**src/rtl/prog_load_pkg.sv**
```systemverilog
// prog_load_pkg: FSM state encoding and default framing bytes; CSUM state exists only with PROG_LOAD_CSUM_EN
package prog_load_pkg;
    localparam logic [7:0] START_BYTE_DEF = 8'hFE;
    localparam logic [7:0] END_BYTE_DEF   = 8'hFF;
    localparam logic [7:0] ESC_BYTE_DEF   = 8'hFD;
`ifdef PROG_LOAD_CSUM_EN
    typedef enum logic [2:0] {S_IDLE, S_LOAD, S_ESC, S_CSUM, S_DONE} state_t;
`else
    typedef enum logic [2:0] {S_IDLE, S_LOAD, S_ESC, S_DONE} state_t;
`endif
endpackage

```
**src/rtl/prog_load_ctrl_if.sv**
```systemverilog
// prog_load_ctrl_if: serial byte input, instruction-memory write port and load status
interface prog_load_ctrl_if #(parameter int ADDR_W = 6);
    logic              byte_valid_i;
    logic [7:0]        byte_data_i;
    logic              byte_ready_o;
    logic              imem_we_o;
    logic [ADDR_W-1:0] imem_waddr_o;
    logic [31:0]       imem_wdata_o;
    logic              cpu_hold_o;
    logic              load_done_o;
    logic              load_err_o;
    logic [ADDR_W:0]   word_count_o;
    modport master (
        output byte_valid_i, byte_data_i,
        input  byte_ready_o, imem_we_o, imem_waddr_o, imem_wdata_o,
        input  cpu_hold_o, load_done_o, load_err_o, word_count_o
    );
    modport slave (
        input  byte_valid_i, byte_data_i,
        output byte_ready_o, imem_we_o, imem_waddr_o, imem_wdata_o,
        output cpu_hold_o, load_done_o, load_err_o, word_count_o
    );
endinterface

```
**src/rtl/prog_load_packer.sv**
```systemverilog
// prog_load_packer: big-endian byte-to-word packer with zero-padded flush of partial words
module prog_load_packer (
    input  logic        clk,
    input  logic        reset,
    input  logic        clr_i,
    input  logic        push_i,
    input  logic        flush_i,
    input  logic [7:0]  din_i,
    output logic        fire_o,
    output logic        we_o,
    output logic [31:0] wdata_o
);
    logic [1:0]  lane_q, lane_d;
    logic [31:0] sr_q, sr_d, wdata_q, wdata_d, merged;
    logic        we_q;
    assign fire_o  = (push_i && lane_q == 2'd3) || (flush_i && lane_q != 2'd0);
    assign we_o    = we_q;
    assign wdata_o = wdata_q;
    // Insert the incoming byte into its lane; a fresh word starts from zero so unfilled bytes pad as 0
    always_comb begin
        merged = (lane_q == 2'd0) ? 32'd0 : sr_q;
        merged[{~lane_q, 3'b000} +: 8] = din_i;
        lane_d  = (clr_i || flush_i) ? 2'd0 : push_i ? lane_q + 2'd1 : lane_q;
        sr_d    = (clr_i || flush_i) ? 32'd0 : push_i ? merged : sr_q;
        wdata_d = fire_o ? (push_i ? merged : sr_q) : wdata_q;
    end
    // Lane/shift state and the one-cycle registered write strobe
    always_ff @(posedge clk or posedge reset) begin
        if (reset) begin
            lane_q  <= 2'd0;
            sr_q    <= 32'd0;
            we_q    <= 1'b0;
            wdata_q <= 32'd0;
        end else begin
            lane_q  <= lane_d;
            sr_q    <= sr_d;
            we_q    <= fire_o;
            wdata_q <= wdata_d;
        end
    end
endmodule

```
**src/rtl/prog_load_ctrl.sv**
```systemverilog
// prog_load_ctrl: framed serial program loader into instruction memory; PROG_LOAD_CSUM_EN adds an XOR checksum byte
module prog_load_ctrl
    import prog_load_pkg::*;
#(
    parameter int         ADDR_W     = 6,
    parameter logic [7:0] START_BYTE = START_BYTE_DEF,
    parameter logic [7:0] END_BYTE   = END_BYTE_DEF,
    parameter logic [7:0] ESC_BYTE   = ESC_BYTE_DEF
) (
    input logic             clk,
    input logic             reset,
    prog_load_ctrl_if.slave bus
);
    state_t            state_q, state_d;
    logic [ADDR_W:0]   cnt_q, cnt_d;
    logic [ADDR_W-1:0] waddr_q, waddr_d;
    logic              err_q, err_d;
    logic              ready, acc, clr, take, push, flush, fire;
    logic [7:0]        b;
`ifdef PROG_LOAD_CSUM_EN
    logic [7:0]        csum_q, csum_d;
    logic              csum_bad;
`endif
    assign b     = bus.byte_data_i;
    assign ready = state_q != S_DONE;
    assign acc   = bus.byte_valid_i && ready;
    assign push  = take && !cnt_q[ADDR_W];
    assign bus.byte_ready_o = ready;
    assign bus.cpu_hold_o   = state_q != S_IDLE;
    assign bus.load_done_o  = state_q == S_DONE && !err_q;
    assign bus.load_err_o   = err_q;
    assign bus.word_count_o = cnt_q;
    assign bus.imem_waddr_o = waddr_q;
    prog_load_packer u_packer (
        .clk     (clk),
        .reset   (reset),
        .clr_i   (clr),
        .push_i  (push),
        .flush_i (flush),
        .din_i   (b),
        .fire_o  (fire),
        .we_o    (bus.imem_we_o),
        .wdata_o (bus.imem_wdata_o)
    );
    // Framing FSM: decode each accepted byte into restart/escape/end/data requests
    always_comb begin
        state_d = state_q;
        clr     = 1'b0;
        take    = 1'b0;
        flush   = 1'b0;
`ifdef PROG_LOAD_CSUM_EN
        csum_bad = 1'b0;
`endif
        case (state_q)
            S_IDLE: if (acc && b == START_BYTE) begin
                clr     = 1'b1;
                state_d = S_LOAD;
            end
            S_LOAD: if (acc) begin
                if (b == START_BYTE) clr = 1'b1;
                else if (b == ESC_BYTE) state_d = S_ESC;
                else if (b == END_BYTE) begin
                    flush = 1'b1;
`ifdef PROG_LOAD_CSUM_EN
                    state_d = S_CSUM;
`else
                    state_d = S_DONE;
`endif
                end else take = 1'b1;
            end
            S_ESC: if (acc) begin
                take    = 1'b1;
                state_d = S_LOAD;
            end
`ifdef PROG_LOAD_CSUM_EN
            S_CSUM: if (acc) begin
                csum_bad = b != csum_q;
                state_d  = S_DONE;
            end
`endif
            S_DONE: state_d = S_IDLE;
            default: state_d = S_IDLE;
        endcase
    end
    // Word counter, write address and error tracking; data past a full memory is dropped and flagged
    always_comb begin
        cnt_d   = fire ? cnt_q + 1'b1 : cnt_q;
        waddr_d = fire ? cnt_q[ADDR_W-1:0] : waddr_q;
        err_d   = err_q || (take && cnt_q[ADDR_W]);
`ifdef PROG_LOAD_CSUM_EN
        err_d  = err_d || csum_bad;
        csum_d = clr ? 8'd0 : push ? csum_q ^ b : csum_q;
`endif
        if (clr) begin
            cnt_d   = '0;
            waddr_d = '0;
            err_d   = 1'b0;
        end
    end
    // State and status registers
    always_ff @(posedge clk or posedge reset) begin
        if (reset) begin
            state_q <= S_IDLE;
            cnt_q   <= '0;
            waddr_q <= '0;
            err_q   <= 1'b0;
`ifdef PROG_LOAD_CSUM_EN
            csum_q  <= 8'd0;
`endif
        end else begin
            state_q <= state_d;
            cnt_q   <= cnt_d;
            waddr_q <= waddr_d;
            err_q   <= err_d;
`ifdef PROG_LOAD_CSUM_EN
            csum_q  <= csum_d;
`endif
        end
    end
endmodule

```
**src/flat_wrapper.sv**
```systemverilog
// flat-port wrapper written by rule: the top's interface ports become plain ports
module prog_load_ctrl_flat import prog_load_pkg::*;
#(
    parameter int         ADDR_W     = 6,
    parameter logic [7:0] START_BYTE = START_BYTE_DEF,
    parameter logic [7:0] END_BYTE   = END_BYTE_DEF,
    parameter logic [7:0] ESC_BYTE   = ESC_BYTE_DEF
)
  (clk, reset, bus_byte_valid_i, bus_byte_data_i, bus_byte_ready_o, bus_imem_we_o, bus_imem_waddr_o, bus_imem_wdata_o, bus_cpu_hold_o, bus_load_done_o, bus_load_err_o, bus_word_count_o);
  prog_load_ctrl_if #(.ADDR_W(ADDR_W)) bus_i ();
  input logic clk;
  input logic reset;
  input wire logic [$bits(bus_i.byte_valid_i)-1:0] bus_byte_valid_i;
  input wire logic [$bits(bus_i.byte_data_i)-1:0] bus_byte_data_i;
  output wire logic [$bits(bus_i.byte_ready_o)-1:0] bus_byte_ready_o;
  output wire logic [$bits(bus_i.imem_we_o)-1:0] bus_imem_we_o;
  output wire logic [$bits(bus_i.imem_waddr_o)-1:0] bus_imem_waddr_o;
  output wire logic [$bits(bus_i.imem_wdata_o)-1:0] bus_imem_wdata_o;
  output wire logic [$bits(bus_i.cpu_hold_o)-1:0] bus_cpu_hold_o;
  output wire logic [$bits(bus_i.load_done_o)-1:0] bus_load_done_o;
  output wire logic [$bits(bus_i.load_err_o)-1:0] bus_load_err_o;
  output wire logic [$bits(bus_i.word_count_o)-1:0] bus_word_count_o;
  assign bus_i.byte_valid_i = bus_byte_valid_i;
  assign bus_i.byte_data_i = bus_byte_data_i;
  assign bus_byte_ready_o = bus_i.byte_ready_o;
  assign bus_imem_we_o = bus_i.imem_we_o;
  assign bus_imem_waddr_o = bus_i.imem_waddr_o;
  assign bus_imem_wdata_o = bus_i.imem_wdata_o;
  assign bus_cpu_hold_o = bus_i.cpu_hold_o;
  assign bus_load_done_o = bus_i.load_done_o;
  assign bus_load_err_o = bus_i.load_err_o;
  assign bus_word_count_o = bus_i.word_count_o;
  prog_load_ctrl #(.ADDR_W(ADDR_W), .START_BYTE(START_BYTE), .END_BYTE(END_BYTE), .ESC_BYTE(ESC_BYTE)) u_core (.clk(clk), .reset(reset), .bus(bus_i));
endmodule
```
**config.mk**
```make
export PLATFORM = sky130hd
export DESIGN_NAME = prog_load_ctrl_flat
export DESIGN_NICKNAME = d
export VERILOG_FILES = /design/src/rtl/prog_load_pkg.sv /design/src/rtl/prog_load_ctrl_if.sv /design/src/rtl/prog_load_packer.sv /design/src/rtl/prog_load_ctrl.sv /design/src/flat_wrapper.sv
export SDC_FILE = /design/constraint.sdc
export NUM_CORES = 1
export LEC_CHECK = 0
export ABC_CLOCK_PERIOD_IN_PS = 5000
export CAP_MARGIN = 0
export CORE_UTILIZATION = 55
export CTS_CLUSTER_SIZE = 12
export DETAILED_ROUTE_END_ITERATION = 7
export HOLD_SLACK_MARGIN = 0.12
export PLACE_DENSITY = 0.93
export SYNTH_ARGS = -nofsm -noshare
export SYNTH_HDL_FRONTEND = slang
export SYNTH_SLANG_ARGS = --single-unit
```
**constraint.sdc**
```tcl
create_clock -name clk -period 5 [get_ports clk]
set_input_delay 1 -clock clk [delete_from_list [all_inputs] [get_ports clk]]
set_output_delay 1 -clock clk [all_outputs]
set_load 0.02 [all_outputs]
```
# Yosys cells after proc, flatten, opt, wreduce, memory -nomap -nowiden

Index checks and enable logic that the tools add are counted.

Word-level logic and storage cells: 79
Input port bits: 11
Flip-flop bits (word level): 84
Output and inout bits: 50

Bitwise operators: 1
Reductions and logical operators: 19
Add/subtract/negate cells: 3
Multiplexer cells: 33
Shift operators: 2
Eq/ne operators: 13

Operator list:

| cell                                                  | count |
|---|---|
| two-way mux 32 bit                                    | 3 |
| bitwise mux 32 bit                                    | 1 |
| variable shift 8 x 7 -> 32 bit, first input constant  | 1 |
| indexed part select 8 x 7 -> 32 bit                   | 1 |
| equality test 8 bit, second input constant            | 3 |
| two-way mux 3 bit                                     | 6 |
| two-way mux 1 bit                                     | 14 |
| two-way mux 7 bit                                     | 2 |
| two-way mux 6 bit                                     | 2 |
| one-hot mux 3 bit (3 select lines)                    | 1 |
| adder 7 x 1 -> 7 bit, second input constant           | 1 |
| logical AND 1 bit                                     | 7 |
| negation 5 -> 7 bit                                   | 1 |
| equality test 3 x 2 -> 1 bit, second input constant   | 2 |
| inequality test 2 x 1 -> 1 bit, second input constant | 3 |
| nonzero test 2 bit                                    | 3 |
| AND reduction 5 bit                                   | 1 |
| two-way mux 2 bit                                     | 2 |
| one-hot mux 1 bit (2 select lines)                    | 2 |
| equality test 3 x 1 -> 1 bit, second input constant   | 1 |
| logical NOT 3 bit                                     | 1 |
| logical OR 1 bit                                      | 3 |
| inequality test 3 x 1 -> 1 bit, second input constant | 1 |
| inequality test 3 x 2 -> 1 bit, second input constant | 1 |
| other kinds (7)                                       | 8 |

# Longest topological paths before layout

Depth after elaboration: 11
Mapped depth: 10
Mapped depth without buffers: 7

# Cells and area by module

A second synthesis with hierarchy kept.

Cell total of the unflattened synthesis: 336
Area, all modules: 3828.7 sq um

Modules (own cells, without submodules):

| module           | cells each | times used | seq. area each (sq um) | area each (sq um) |
|---|---|---|---|---|
| prog_load_packer | 240        | 1          | 1676.6                 | 2885.3 |
| prog_load_ctrl   | 96         | 1          | 400.4                  | 943.4 |

# Worst setup path before layout

No wires, ideal clock.

Path type: input-to-reg
Start point: in bus_byte_data_i[0]
End point: reg u_core.u_packer.wdata_q[24] (netlist: u_core.u_packer.wdata_o[24])
Stages: 7
Data required time: 4.875 ns
Buffers on the path: 2
Setup time: 0.125 ns
Arrival time: 2.748 ns
Slack: 2.128 ns
Path through: buf_2 -> inv_1 -> or3_4 -> or4b_4 -> nand2_4 -> buf_6 -> mux2_2

Word-level cells in the longest chain between the ends: 9
Elaborated cells between the ends (all ways): 20
Those cells by class: eq/ne (3); shift (1); mux (12); reduce/logical (4)

RTL lines:

| item                               | RTL line               | source |
|---|---|---|
| start: declaration                 | flat_wrapper.sv:14     | `input wire logic [$bits(bus_i.byte_data_i)-1:0] bus_byte_data_i;` |
| equality test 8 bit                | prog_load_ctrl.sv:62   | `else if (b == END_BYTE) begin` |
| two-way mux 1 bit                  | prog_load_ctrl.sv:62   |  |
| two-way mux 1 bit                  | prog_load_ctrl.sv:61   | `else if (b == ESC_BYTE) state_d = S_ESC;` |
| two-way mux 1 bit                  | prog_load_ctrl.sv:60   | `if (b == START_BYTE) clr = 1'b1;` |
| two-way mux 1 bit                  | prog_load_ctrl.sv:59   | `S_LOAD: if (acc) begin` |
| one-hot mux 1 bit (2 select lines) | prog_load_ctrl.sv:54   | `case (state_q)` |
| logical AND 1 bit                  | prog_load_ctrl.sv:27   | `assign push = take && !cnt_q[ADDR_W];` |
| logical AND 1 bit                  | prog_load_packer.sv:16 | `assign fire_o = (push_i && lane_q == 2'd3) \|\| (flush_i && lane_q != 2'd0);` |
| logical OR 1 bit                   | prog_load_packer.sv:16 |  |
| end signal: assignment             | prog_load_packer.sv:38 | `wdata_q <= wdata_d;` |
| end: declaration                   | prog_load_packer.sv:14 | `logic [31:0] sr_q, sr_d, wdata_q, wdata_d, merged;` |

Several ways; a longest one is shown, not always the timed one.
A chain may end at the register's enable or synchronous reset.

# Worst setup path after layout

Same ends and word-level chain as after synthesis.

==> metrics.md <==
| Metric | Value |
|---|---|
| Outcome | complete, no violations |
| Primary FF master, synth | dfrtp_1 |
| Worst Setup Slack, final | 1.540 ns |
| Vias per std cell | approximately 6.4 |
| Reg-to-Reg End | u_core.u_packer.sr_q[18]$_DFF_PP0_ |
| Post-synth EDFFs | 0 |
| Final setup violation count | 0 |
| Final Util | 70.15% |
| DP Cell Count | 471 |
| I/O pin cnt | 61 |
| Gate Count Post-Synth | between 300 and 400 |
| First-pass GRT wire length | 14900 µm |
| Top post-synthesis cells by count | 83 x dfrtp_1, 28 x nor2_1, 27 x a21oi_1, 22 x nor3_1, 17 x o21a_1 |
| Largest net degree at the start of global routing | 57 |
| YS warnings | 0 |
| R2R setup slack | 2.14 ns |
| Setup repair bufs after CTS | 0 |
| Core box area | 6756 µm² |
| Routability cong. | 0.9239 |
| Initial Util | 56.89% |
| WL/cell | 19.09 µm |
| Nets@finish | between 400 and 500 |
| # fillers | 474 |
| Final Hold Fails | 0 |
| Total congestion overflow | 0 |
| Die X | 85.60 µm |
| RR Startpoint | u_core.state_q[0]$_DFFE_PP0P_ |
| Min-delay src | u_core.u_packer.wdata_o[25]$_DFFE_PP0P_ |
| Post-CTS Resized | 0 |
| Rows | 30 |
| Clock skew | 0.01091 ns |
| Max Clock Freq | around 290 MHz |
| Hold buffers post-CTS | 0 |
| Synth cell types | 47 |
| Unrepaired setup endpoints after global routing | false |
| Max IR drop VDD | 0.3613 mV |
| DR pass1 iterations | 5 |
| Worst hold stages | 1 |
| Crit. Startpoint | bus_byte_data_i[0] |
| Number of synthesized register bits | between 80 and 90 |
| Area Growth Syn to Fin | 23.31% |
| Die ar. | 7327 µm² |
| Place WS | 1.212 ns |
| Max_slew headroom | 27.06% |
| Global Route Usage Sum | 26.83% |
| Final WL | a little over 9000 µm |
| WHS Endpoint | u_core.u_packer.wdata_o[25]$_DFFE_PP0P_ |
| Fraction of final layout cells with drive strength greater than 1 | under 10% |
| Residual DRC | 0 |
| Worst-margin pin slew | 1.092 ns |
| Starting DRT DRC Count | 198 |
| Sequential-to-total area share from yosys stat | between 50% and 60% |
| Longest Clk Path Bufs | 2 |
| Power Dens Cells | about 630 nW/µm² |
| Critical path required time | about 5.3 ns |
| Synth top area cells | dfrtp_1 54%, ha_1 3.9%, a22o_1 3.6% |
| Finished Layout Cells | 487 |
| Final period utilization | 69.21% |
| HPWL Detailed | 6171 µm |
| Via count | 3111 |
| Total power | 0.002968 W |
| Synth area leader | dfrtp_1 |
| TritonCTS buffer count | 9 |
| Vert. Die Dim | 85.60 µm |
| Max-slew violations | 0 |
| Vias in the first global route | a little over 3000 |
| Clock Latency Late Sink | 0.37 ns |
| CTS tree | built |
| Synthesized area | 3844 µm² |
| CP startpoint kind | input port |
| Clk sink count | 83 |
| CTS H-Tree Depth | 3 |
| Tmin final | 3.460 ns |
| Setup_tns | 0 ns |
| FFs w/ async S/R, synth | 100.0% |
| Most common cell in the netlist | dfrtp_1 |
| Crit path DAT | 3.71 ns |
| IO buf count | 60 |
| Max Cap Viol | 0 |
| Hold Path Class | register to register |
| Initial antenna violation count | 0 |
| Antenna viol nets, final | 0 |
| Maximum fanout along the worst path | 33 |
| Crit path kind | input port to register |
| Root Buffer | clkbuf_8 |
| Clock transition at path regs | 0.09 ns |
| Syn nets | 366 |
| Syn avg cell area | 11.21 µm² |
| P_leak | around 2.2 nW |
| # diodes | 0 |
| R2R depth | 5 |
| Post-synth top area share | between 50% and 60% |
| Worst setup EP type | register |
[cell usage in the layout, fill, tap and decap left out, types with 10 or more instances in the layout]
master,count
o21a_1,17
nor2_1,28
mux2_1,11
nand2_1,11
inv_1,10
nor3_1,22
a22o_1,16
clkdlybuf4s50_1,60
a21oi_1,27
a22oi_1,16
nand3_1,13
dfrtp_1,83
ha_1,12
[layout make-up]
type                    instances  area [µm²]  area share, %
clock buffers                   9       123.9          2.614
multi-input cells             232        1647          34.74
well taps                      80       100.1          2.112
flip-flops and latches         83        2077          43.82
repair buffers                 65       638.1          13.46
inverters                      11       42.54         0.8976
clock inverters                 7       111.4          2.350
[stage by stage]
step / instance area (µm²) / hold slack (ns)
after floorplan: 3844 / 0.4852
after global placement: 4504 / 0.4749
after detailed placement: 4504 / 0.4777
after CTS: 4740 / 0.5033
after global routing: 4740 / 0.5247
final: 4740 / 0.5000
[power by group]
part / internal (W) / switching (W) / total, W
clock: 0.000290 / 0.000265 / 0.000554
sequential: 0.000936 / 0.000160 / 0.00110
combinational: 0.000591 / 0.000728 / 0.00132
[how the worst max path moves through the flow]
stage	to	slack [ns]
after floorplan	u_core.bus.imem_waddr_o[0]$_DFFE_PP0P_	1.86
after global placement	u_core.u_packer.wdata_o[24]$_DFFE_PP0P_	1.28
after detailed placement	u_core.u_packer.wdata_o[30]$_DFFE_PP0P_	1.21
after CTS	u_core.u_packer.wdata_o[21]$_DFFE_PP0P_	1.58
after global routing	u_core.u_packer.wdata_o[20]$_DFFE_PP0P_	1.48
final	u_core.u_packer.wdata_o[24]$_DFFE_PP0P_	1.54
[worst max-delay path, cell delays in order]
cell             delay [ns]
clkdlybuf4s50_1        0.74
inv_1                  0.12
or3_4                  0.45
or4b_4                 0.64
nand2_4                0.37
mux2_2                 0.38
[metal layers]
metal / global-route usage, % / up-vias / routed length [µm]
met5: 0 / - / 0
met4: 14.09 / 0 / 368
met3: 5.679 / 36 / 593
met2: 43.42 / 146 / 4514
met1: 34.24 / 1561 / 3821
li1: - / 1368 / -
[cell families (layout without fill, tap and decap cells)]
group / after synthesis / in the layout / share of synthesized area, %
buffers and inverters: 28 / 92 / 3.353
multiplexers: 22 / 22 / 6.283
XOR/XNOR: 1 / 1 / 0.2279
adder cells (fa/ha/maj): 12 / 12 / 3.906
AO/OA/AOI/OAI: 102 / 102 / 19.04
flip-flops: 83 / 83 / 54.04
AND/OR/NAND/NOR: 95 / 95 / 13.15
[sequential cells by signal (all words and copies together), names as in the netlist]
signal	cells
u_core.u_packer.sr_q	32
u_core.u_packer.wdata_o	32
u_core.bus.word_count_o	7
u_core.bus.imem_waddr_o	6
u_core.state_q	2
u_core.u_packer.lane_q	2
u_core.bus.load_err_o	1
u_core.u_packer.we_o	1
No activity file was read; power rests on OpenSTA's default activity.
